`src/rtl/pic_command_sequencer.sv`:
```
// pic_command_sequencer: bus-side command sequencer for an 8259A-compatible PIC.
// Captures CPU writes, commits each one when the write strobe drops, and runs the
// ICW1->ICW2->(ICW3)->(ICW4) initialisation sequence before accepting OCWs.
// Holds every programmed register, emits one-cycle OCW/ICW1 pulses and drives
// the IMR/IRR/ISR read mux.
module pic_command_sequencer #(
    parameter int DATA_WIDTH  = 8,
    parameter bit SYNC_INPUTS = 1'b1
) (
    input  logic                  clk,
    input  logic                  reset,
    input  logic                  chip_select_bar,
    input  logic                  write_bar,
    input  logic                  read_bar,
    input  logic                  A0,
    input  logic [DATA_WIDTH-1:0] data_in,
    input  logic [DATA_WIDTH-1:0] irr_in,
    input  logic [DATA_WIDTH-1:0] isr_in,
    output logic [DATA_WIDTH-1:0] data_out,
    output logic                  data_out_enable,
    output logic                  init_done,
    output logic [4:0]            vector_base,
    output logic                  level_triggered,
    output logic                  single_mode,
    output logic                  icw4_needed,
    output logic [DATA_WIDTH-1:0] cascade_config,
    output logic                  micro_mode,
    output logic                  auto_eoi,
    output logic                  master_select,
    output logic                  buffered_mode,
    output logic                  special_fully_nested,
    output logic [DATA_WIDTH-1:0] interrupt_mask,
    output logic                  ocw2_pulse,
    output logic [2:0]            ocw2_command,
    output logic [2:0]            ocw2_level,
    output logic                  poll_pulse,
    output logic                  special_mask_mode,
    output logic                  read_isr_select,
    output logic                  icw1_pulse
);

    typedef enum logic [2:0] {
        WAIT_ICW1,
        WAIT_ICW2,
        WAIT_ICW3,
        WAIT_ICW4,
        READY
    } state_t;

    // Conditioned write-side inputs. Strobes are carried active-high so that a
    // cleared synchronizer reads as "no write in progress".
    logic                  cs_act_s;
    logic                  wr_act_s;
    logic                  a0_s;
    logic [DATA_WIDTH-1:0] din_s;

    generate
        if (SYNC_INPUTS) begin : g_sync
            logic [1:0]                 cs_sync_q;
            logic [1:0]                 wr_sync_q;
            logic [1:0]                 a0_sync_q;
            logic [1:0][DATA_WIDTH-1:0] din_sync_q;

            // Two-flop synchronizer on every write-side pin
            always_ff @(posedge clk or posedge reset) begin
                if (reset) begin
                    cs_sync_q  <= '0;
                    wr_sync_q  <= '0;
                    a0_sync_q  <= '0;
                    din_sync_q <= '0;
                end else begin
                    cs_sync_q  <= {cs_sync_q[0], ~chip_select_bar};
                    wr_sync_q  <= {wr_sync_q[0], ~write_bar};
                    a0_sync_q  <= {a0_sync_q[0], A0};
                    din_sync_q <= {din_sync_q[0], data_in};
                end
            end

            assign cs_act_s = cs_sync_q[1];
            assign wr_act_s = wr_sync_q[1];
            assign a0_s     = a0_sync_q[1];
            assign din_s    = din_sync_q[1];
        end else begin : g_nosync
            assign cs_act_s = ~chip_select_bar;
            assign wr_act_s = ~write_bar;
            assign a0_s     = A0;
            assign din_s    = data_in;
        end
    endgenerate

    logic wr_active;
    assign wr_active = cs_act_s & wr_act_s;

    // Write capture: the last sampled word of a write is what gets committed
    logic                  wr_prev_q;
    logic                  hold_a0_q;
    logic [DATA_WIDTH-1:0] hold_data_q;

    // Holding registers follow the bus while the write is active
    always_ff @(posedge clk or posedge reset) begin
        if (reset) begin
            wr_prev_q   <= 1'b0;
            hold_a0_q   <= 1'b0;
            hold_data_q <= '0;
        end else begin
            wr_prev_q <= wr_active;
            if (wr_active) begin
                hold_a0_q   <= a0_s;
                hold_data_q <= din_s;
            end
        end
    end

    // Commit on the first sampled-inactive edge after an active one
    logic commit;
    logic is_icw1;
    assign commit  = wr_prev_q & ~wr_active;
    assign is_icw1 = ~hold_a0_q & hold_data_q[4];

    state_t                state_q, state_d;
    logic [4:0]            vb_q, vb_d;
    logic                  lt_q, lt_d;
    logic                  sngl_q, sngl_d;
    logic                  ic4_q, ic4_d;
    logic [DATA_WIDTH-1:0] cas_q, cas_d;
    logic [4:0]            icw4_q, icw4_d;
    logic [DATA_WIDTH-1:0] mask_q, mask_d;
    logic [2:0]            cmd_q, cmd_d;
    logic [2:0]            lvl_q, lvl_d;
    logic                  smm_q, smm_d;
    logic                  ris_q, ris_d;
    logic                  icw1_p_q, icw1_p_d;
    logic                  ocw2_p_q, ocw2_p_d;
    logic                  poll_p_q, poll_p_d;

    // State and command register bank
    always_ff @(posedge clk or posedge reset) begin
        if (reset) begin
            state_q  <= WAIT_ICW1;
            vb_q     <= '0;
            lt_q     <= 1'b0;
            sngl_q   <= 1'b0;
            ic4_q    <= 1'b0;
            cas_q    <= '0;
            icw4_q   <= '0;
            mask_q   <= '0;
            cmd_q    <= '0;
            lvl_q    <= '0;
            smm_q    <= 1'b0;
            ris_q    <= 1'b0;
            icw1_p_q <= 1'b0;
            ocw2_p_q <= 1'b0;
            poll_p_q <= 1'b0;
        end else begin
            state_q  <= state_d;
            vb_q     <= vb_d;
            lt_q     <= lt_d;
            sngl_q   <= sngl_d;
            ic4_q    <= ic4_d;
            cas_q    <= cas_d;
            icw4_q   <= icw4_d;
            mask_q   <= mask_d;
            cmd_q    <= cmd_d;
            lvl_q    <= lvl_d;
            smm_q    <= smm_d;
            ris_q    <= ris_d;
            icw1_p_q <= icw1_p_d;
            ocw2_p_q <= ocw2_p_d;
            poll_p_q <= poll_p_d;
        end
    end

    // Command decode: ICW1 restarts from any state, otherwise decode by state
    always_comb begin
        state_d  = state_q;
        vb_d     = vb_q;
        lt_d     = lt_q;
        sngl_d   = sngl_q;
        ic4_d    = ic4_q;
        cas_d    = cas_q;
        icw4_d   = icw4_q;
        mask_d   = mask_q;
        cmd_d    = cmd_q;
        lvl_d    = lvl_q;
        smm_d    = smm_q;
        ris_d    = ris_q;
        icw1_p_d = 1'b0;
        ocw2_p_d = 1'b0;
        poll_p_d = 1'b0;

        if (commit) begin
            if (is_icw1) begin
                ic4_d    = hold_data_q[0];
                sngl_d   = hold_data_q[1];
                lt_d     = hold_data_q[3];
                mask_d   = '0;
                smm_d    = 1'b0;
                ris_d    = 1'b0;
                icw4_d   = '0;
                icw1_p_d = 1'b1;
                state_d  = WAIT_ICW2;
            end else begin
                unique case (state_q)
                    WAIT_ICW2: if (hold_a0_q) begin
                        vb_d = hold_data_q[7:3];
                        if (!sngl_q)    state_d = WAIT_ICW3;
                        else if (ic4_q) state_d = WAIT_ICW4;
                        else            state_d = READY;
                    end
                    WAIT_ICW3: if (hold_a0_q) begin
                        cas_d   = hold_data_q;
                        state_d = ic4_q ? WAIT_ICW4 : READY;
                    end
                    WAIT_ICW4: if (hold_a0_q) begin
                        icw4_d  = hold_data_q[4:0];
                        state_d = READY;
                    end
                    READY: begin
                        if (hold_a0_q) begin
                            mask_d = hold_data_q;
                        end else if (!hold_data_q[3]) begin
                            cmd_d    = hold_data_q[7:5];
                            lvl_d    = hold_data_q[2:0];
                            ocw2_p_d = 1'b1;
                        end else begin
                            if (hold_data_q[1]) ris_d = hold_data_q[0];
                            if (hold_data_q[6]) smm_d = hold_data_q[5];
                            poll_p_d = hold_data_q[2];
                        end
                    end
                    default: ;
                endcase
            end
        end
    end

    // Read path works straight off the pins; a concurrent write suppresses it
    assign data_out_enable = ~chip_select_bar & ~read_bar & write_bar;

    // Status mux onto the read bus, zero when not driving
    always_comb begin
        data_out = '0;
        if (data_out_enable) begin
            if (A0)         data_out = mask_q;
            else if (ris_q) data_out = isr_in;
            else            data_out = irr_in;
        end
    end

    assign init_done            = (state_q == READY);
    assign vector_base          = vb_q;
    assign level_triggered      = lt_q;
    assign single_mode          = sngl_q;
    assign icw4_needed          = ic4_q;
    assign cascade_config       = cas_q;
    assign micro_mode           = icw4_q[0];
    assign auto_eoi             = icw4_q[1];
    assign master_select        = icw4_q[2];
    assign buffered_mode        = icw4_q[3];
    assign special_fully_nested = icw4_q[4];
    assign interrupt_mask       = mask_q;
    assign ocw2_pulse           = ocw2_p_q;
    assign ocw2_command         = cmd_q;
    assign ocw2_level           = lvl_q;
    assign poll_pulse           = poll_p_q;
    assign special_mask_mode    = smm_q;
    assign read_isr_select      = ris_q;
    assign icw1_pulse           = icw1_p_q;

endmodule

```
`config.mk`:
```
export PLATFORM = sky130hd
export DESIGN_NAME = pic_command_sequencer
export DESIGN_NICKNAME = d
export VERILOG_FILES = /design/src/rtl/pic_command_sequencer.sv
export SDC_FILE = /design/constraint.sdc
export NUM_CORES = 1
export LEC_CHECK = 0
export BUFFER_PORTS_ARGS = -buffer_cell sky130_fd_sc_hd__buf_2
export CAP_MARGIN = 20
export CORE_ASPECT_RATIO = 1.1
export CORE_MARGIN = 5
export CORE_UTILIZATION = 55
export DETAILED_ROUTE_END_ITERATION = 7
export MAX_ROUTING_LAYER = met4
export PLACE_DENSITY_LB_ADDON = 0.3
export SETUP_SLACK_MARGIN = 0.5
export SYNTH_ARGS = -nofsm -noshare
export SYNTH_HDL_FRONTEND = slang
export SYNTH_SLANG_ARGS = --single-unit
```
`constraint.sdc`:
```
create_clock -name clk -period 5.8 [get_ports clk]
set_input_delay 0.87 -clock clk [delete_from_list [all_inputs] [get_ports clk]]
set_output_delay 0.87 -clock clk [all_outputs]
set_load 0.02 [all_outputs]
```
Yosys cells after proc, flatten, opt, wreduce, memory -nomap -nowiden
Index checks and enable logic that the tools add are counted.
Operators by class
  mux-type cells: 38
  reductions and logical operators: 16
  bitwise gates (word level): 12
  equality and inequality tests: 8
Operators by type and width (count)
  8-bit 2-to-1 mux: 6
  1-bit 2-to-1 mux: 22
  5-bit AND reduction: 4
  3-bit 2-to-1 mux: 6
  5-bit 2-to-1 mux: 3
  2-bit nonzero test: 6
  3-bit != test (second input constant): 3
  3-bit one-hot mux with 3 select lines: 1
  4-bit AND reduction: 2
  1-bit inverter: 7
  3-bit by 2-bit equality test with 1-bit output (second input constant): 2
  3-bit AND reduction: 2
  1-bit AND: 5
  4-bit nonzero test: 1
  3-bit by 1-bit equality test with 1-bit output (second input constant): 1
  3-bit equality test (second input constant): 1
  2-bit by 1-bit != test with 1-bit output (second input constant): 1
  2-bit AND reduction: 1
Storage, ports and cells
  output and inout port bits: 50
  bits in registers: 75
  input bits: 30
  word-level logic and storage cells: 97

Longest topological paths before layout
  depth after elaboration: 5
  depth in mapped cells: 6
  depth with buffers taken out: 3

Worst setup path after synthesis
No wires, ideal clock.
  kind: input to output
  from: in write_bar
  to: out data_out[0]
  stages: 4
  setup slack: 3186 ps
  arrival: 1744 ps
  path buffers: 1
  path through: inv_1 > or3_1 > clkbuf_1 > nor2_1
Between the ends
  cells in the longest elaborated chain, start to end: 2
RTL lines
  start: declaration: RTL line 13  | input logic write_bar,
  1-bit AND: RTL line 238  | assign data_out_enable = ~chip_select_bar & ~read_bar & write_bar;
  8-bit 2-to-1 mux: RTL line 243  | if (data_out_enable) begin
  end: declaration: RTL line 19  | output logic [DATA_WIDTH-1:0] data_out,
No other way between the ends.

Worst setup path after layout
  from: in write_bar
  to: out data_out[2]
Same word-level chain as after synthesis.

==> impl_metrics.ini <==
[clock_tree]
cts_buffers = 9
cts_setup_buffers = 0
clkSlewWorstSetupHoldPaths_ps = 70
cts_hold_buf = 0
cts_tree = yes
cts_root_buf = clkbuf_8
clk_latency_ps = 330
cts_repair_resize_count = 0
cts_htree_levels = 3
clock_sinks = 75
ctsLongestPathBuffers = 2

[worst_setup_path]
cp.required_ps = 4930
cp.arrival_ps = 1810
crit_end = data_out[2]
reg2reg_from = hold_a0_q
critPathCaptureType = output port
rr_worst_depth = 4
crit_start = write_bar
crit_type = primary input to output port
worstSetupStartpointType = primary input
path_max_fanout = 9
r2r-end = ocw2_command[2]
r2r_slack_ps = 3430

[sta]
slew_headroom_pct = 39.3
setup_violations = 0
final.min_clock_period_ps = 2680
fin_hold_ws_ps = 346
fin_crit_sh_pct = 46.2
skew_ps = 6.84
finalSetupTns_ps = 0
hold_violations = 0
worst_pin_slew_ps = 911
slew_violations = 0
rsz0062_at_grt = false
setup_slack_ps = 3120
fmax_mhz = 373

[final_layout]
fin_nets = 354
syn_to_final_growth_pct = 20.2
antenna_cells = 0
seq_area_mm2 = 0.00188
nFillCells = 396
multi_input_area_mm2 = 0.00113
drive_gt1_share_pct = 36.2

[global_route]
use_met2_pct = 30.1
grt_max_degree = 76
gr-total-overflow = 0
antenna_found_initial = 0
grt_pass1_wl_um = 10800
met3_usage_pct = 4.28
top_usage_layer = met2
use_met1_pct = 28.0
grt_pass1_vias = 2151
gr-usage-all-layers_pct = 20.6

[yosys]
ys.flop_type = dfrtp_1
synth_seq_area_share_pct = 60.4
avgSynthCellArea_um2 = 12.7
netlist_instances = 245
synth_warnings = 0
synth_top_area_cell = dfrtp_1
synthTopCellsByArea = dfrtp_1 (60%), mux2_1 (8.0%), mux2_2 (4.7%)
ys_ff_latch = 75
synth_top_area_share_pct = 60.4
synth_edf_count = 0
syn_area_mm2 = 0.00311
synth_cell_types = 43
async_flop_share_pct = 100
syn_nets = 275

[floorplanning]
dieArea_mm2 = 0.00726
io_pins = 80
coreArea_mm2 = 0.00543
die_w_um = 81.7
start_util_pct = 57.3
fp-row-count = 28
die_y_um = 88.9

[detailed_routing]
dr.pass1.iters = 4
wirelength_um = 6530
routedWlPerCell_um = 16.2
drc = 0
drt_iter0_drc = 171
num_vias = 2217
viasPerCell = 5.49
ant_nets = 0

[power]
vdd_drop_max_v = 0.000264
power_density_mw_per_mm2 = 420
p_leak_nw = 1.85

[min_path]
hold_path_class = flip-flop to flip-flop
holdPathStages = 0

[placement]
pre_cts_slack_ps = 3110
gp_congestion = 0.841
io_buffers = 79
place.detailed.hpwl_um = 4500

[run_status]
status = completed

[job]
drv_cap = 0
## Yosys cell counts (2+ instances only)
| library cell | number |
|---|---|
| a211oi_1 | 2 |
| or3_1 | 2 |
| buf_2 | 3 |
| o221ai_1 | 7 |
| nor4_1 | 2 |
| o31ai_1 | 3 |
| o211ai_1 | 6 |
| nand2_1 | 20 |
| mux2_1 | 22 |
| mux2i_1 | 8 |
| mux2_2 | 13 |
| or4_1 | 2 |
| o211ai_2 | 2 |
| o21ai_0 | 5 |
| nor2_1 | 12 |
| inv_1 | 9 |
| buf_6 | 2 |
| a21oi_1 | 2 |
| o21ai_1 | 12 |
| clkbuf_1 | 7 |
| nand3_1 | 8 |
| dfrtp_1 | 75 |
## cells by family after synthesis
logic type / share of synthesized area [%]
buffers and inverters: 3.38
AND/OR/NAND/NOR: 9.58
multiplexers: 15.3
flip-flops: 60.4
AO/OA/AOI/OAI: 11.4
## critical path, cell delays in order
cell	delay (ps)
buf_2	70
inv_1	40
or3_1	510
nor2_1	140
buf_2	170
## cell usage in the layout, fill, tap and decap left out, types with 2 or more instances in the layout
cell and instances:
buf_2 79, dfrtp_1 75, mux2_1 22, nand2_1 20, mux2_2 13, nor2_1 12
o21ai_1 12, clkbuf_8 9, inv_1 8, nand3_1 8, mux2i_1 8, o221ai_1 7
o211ai_1 6, o21ai_0 5, o31ai_1 3, clkinv_2 3, inv_2 2, or4_1 2
o211ai_2 2, or3_1 2, nor4_1 2, a21oi_1 2, a211oi_1 2, clkinvlp_4 2
buf_4 2
## metrics by stage
stage,util (%),std cells,total power [mW],instance area (um^2)
6_report,68.8,404,1.57,3740
5_1_grt,68.8,404,1.67,3740
4_1_cts,68.8,404,1.59,3740
3_5_place_dp,65.3,388,1.20,3550
3_3_place_gp,65.3,388,1.19,3550
2_1_floorplan,-,245,1.04,3110
## where the power goes
part / switching, mW / internal (mW) / leakage [nW] / total (mW)
combinational: 0.270 / 0.181 / 0.844 / 0.451
clock: 0.184 / 0.197 / 0.0950 / 0.381
sequential: 0.105 / 0.634 / 0.911 / 0.739
## registers in the layout (all words and copies together) (netlist names), 2 cells and up
register / cells
cascade_config: 8
din_s: 8
g_sync.a0_sync_q: 2
g_sync.cs_sync_q: 2
g_sync.din_sync_q: 8
g_sync.wr_sync_q: 2
hold_data_q: 8
icw4_q: 5
interrupt_mask: 8
ocw2_command: 3
ocw2_level: 3
state_q: 3
vector_base: 5
## layer usage
layer / vias to the layer above / share of wire, % / routed length (um)
met5: - / 0 / 0
met4: 0 / 2.1 / 136
met3: 12 / 8.1 / 527
met2: 84 / 46 / 2970
met1: 1075 / 44 / 2890
li1: 1046 / - / -
## area by class of cell
cell class              instances  area share, %
clock buffers                   9           3.31
clock inverters                 7           1.84
inverters                      10           1.00
multi-input cells             147           30.2
flip-flops and latches         75           50.2
well taps                      75           2.51
repair buffers                 81           11.0
## worst min path at each step
stage	from	endpoint	slack [ps]
floorplan	g_sync.din_sync_q[0]	din_s[0]	330
global placement	g_sync.din_sync_q[3]	din_s[3]	330
detailed placement	g_sync.din_sync_q[7]	din_s[7]	330
CTS	g_sync.din_sync_q[1]	din_s[1]	350
global route	g_sync.din_sync_q[1]	din_s[1]	360
finish	g_sync.din_sync_q[1]	din_s[1]	350
Note: power is estimated with default switching activity, not from simulation.
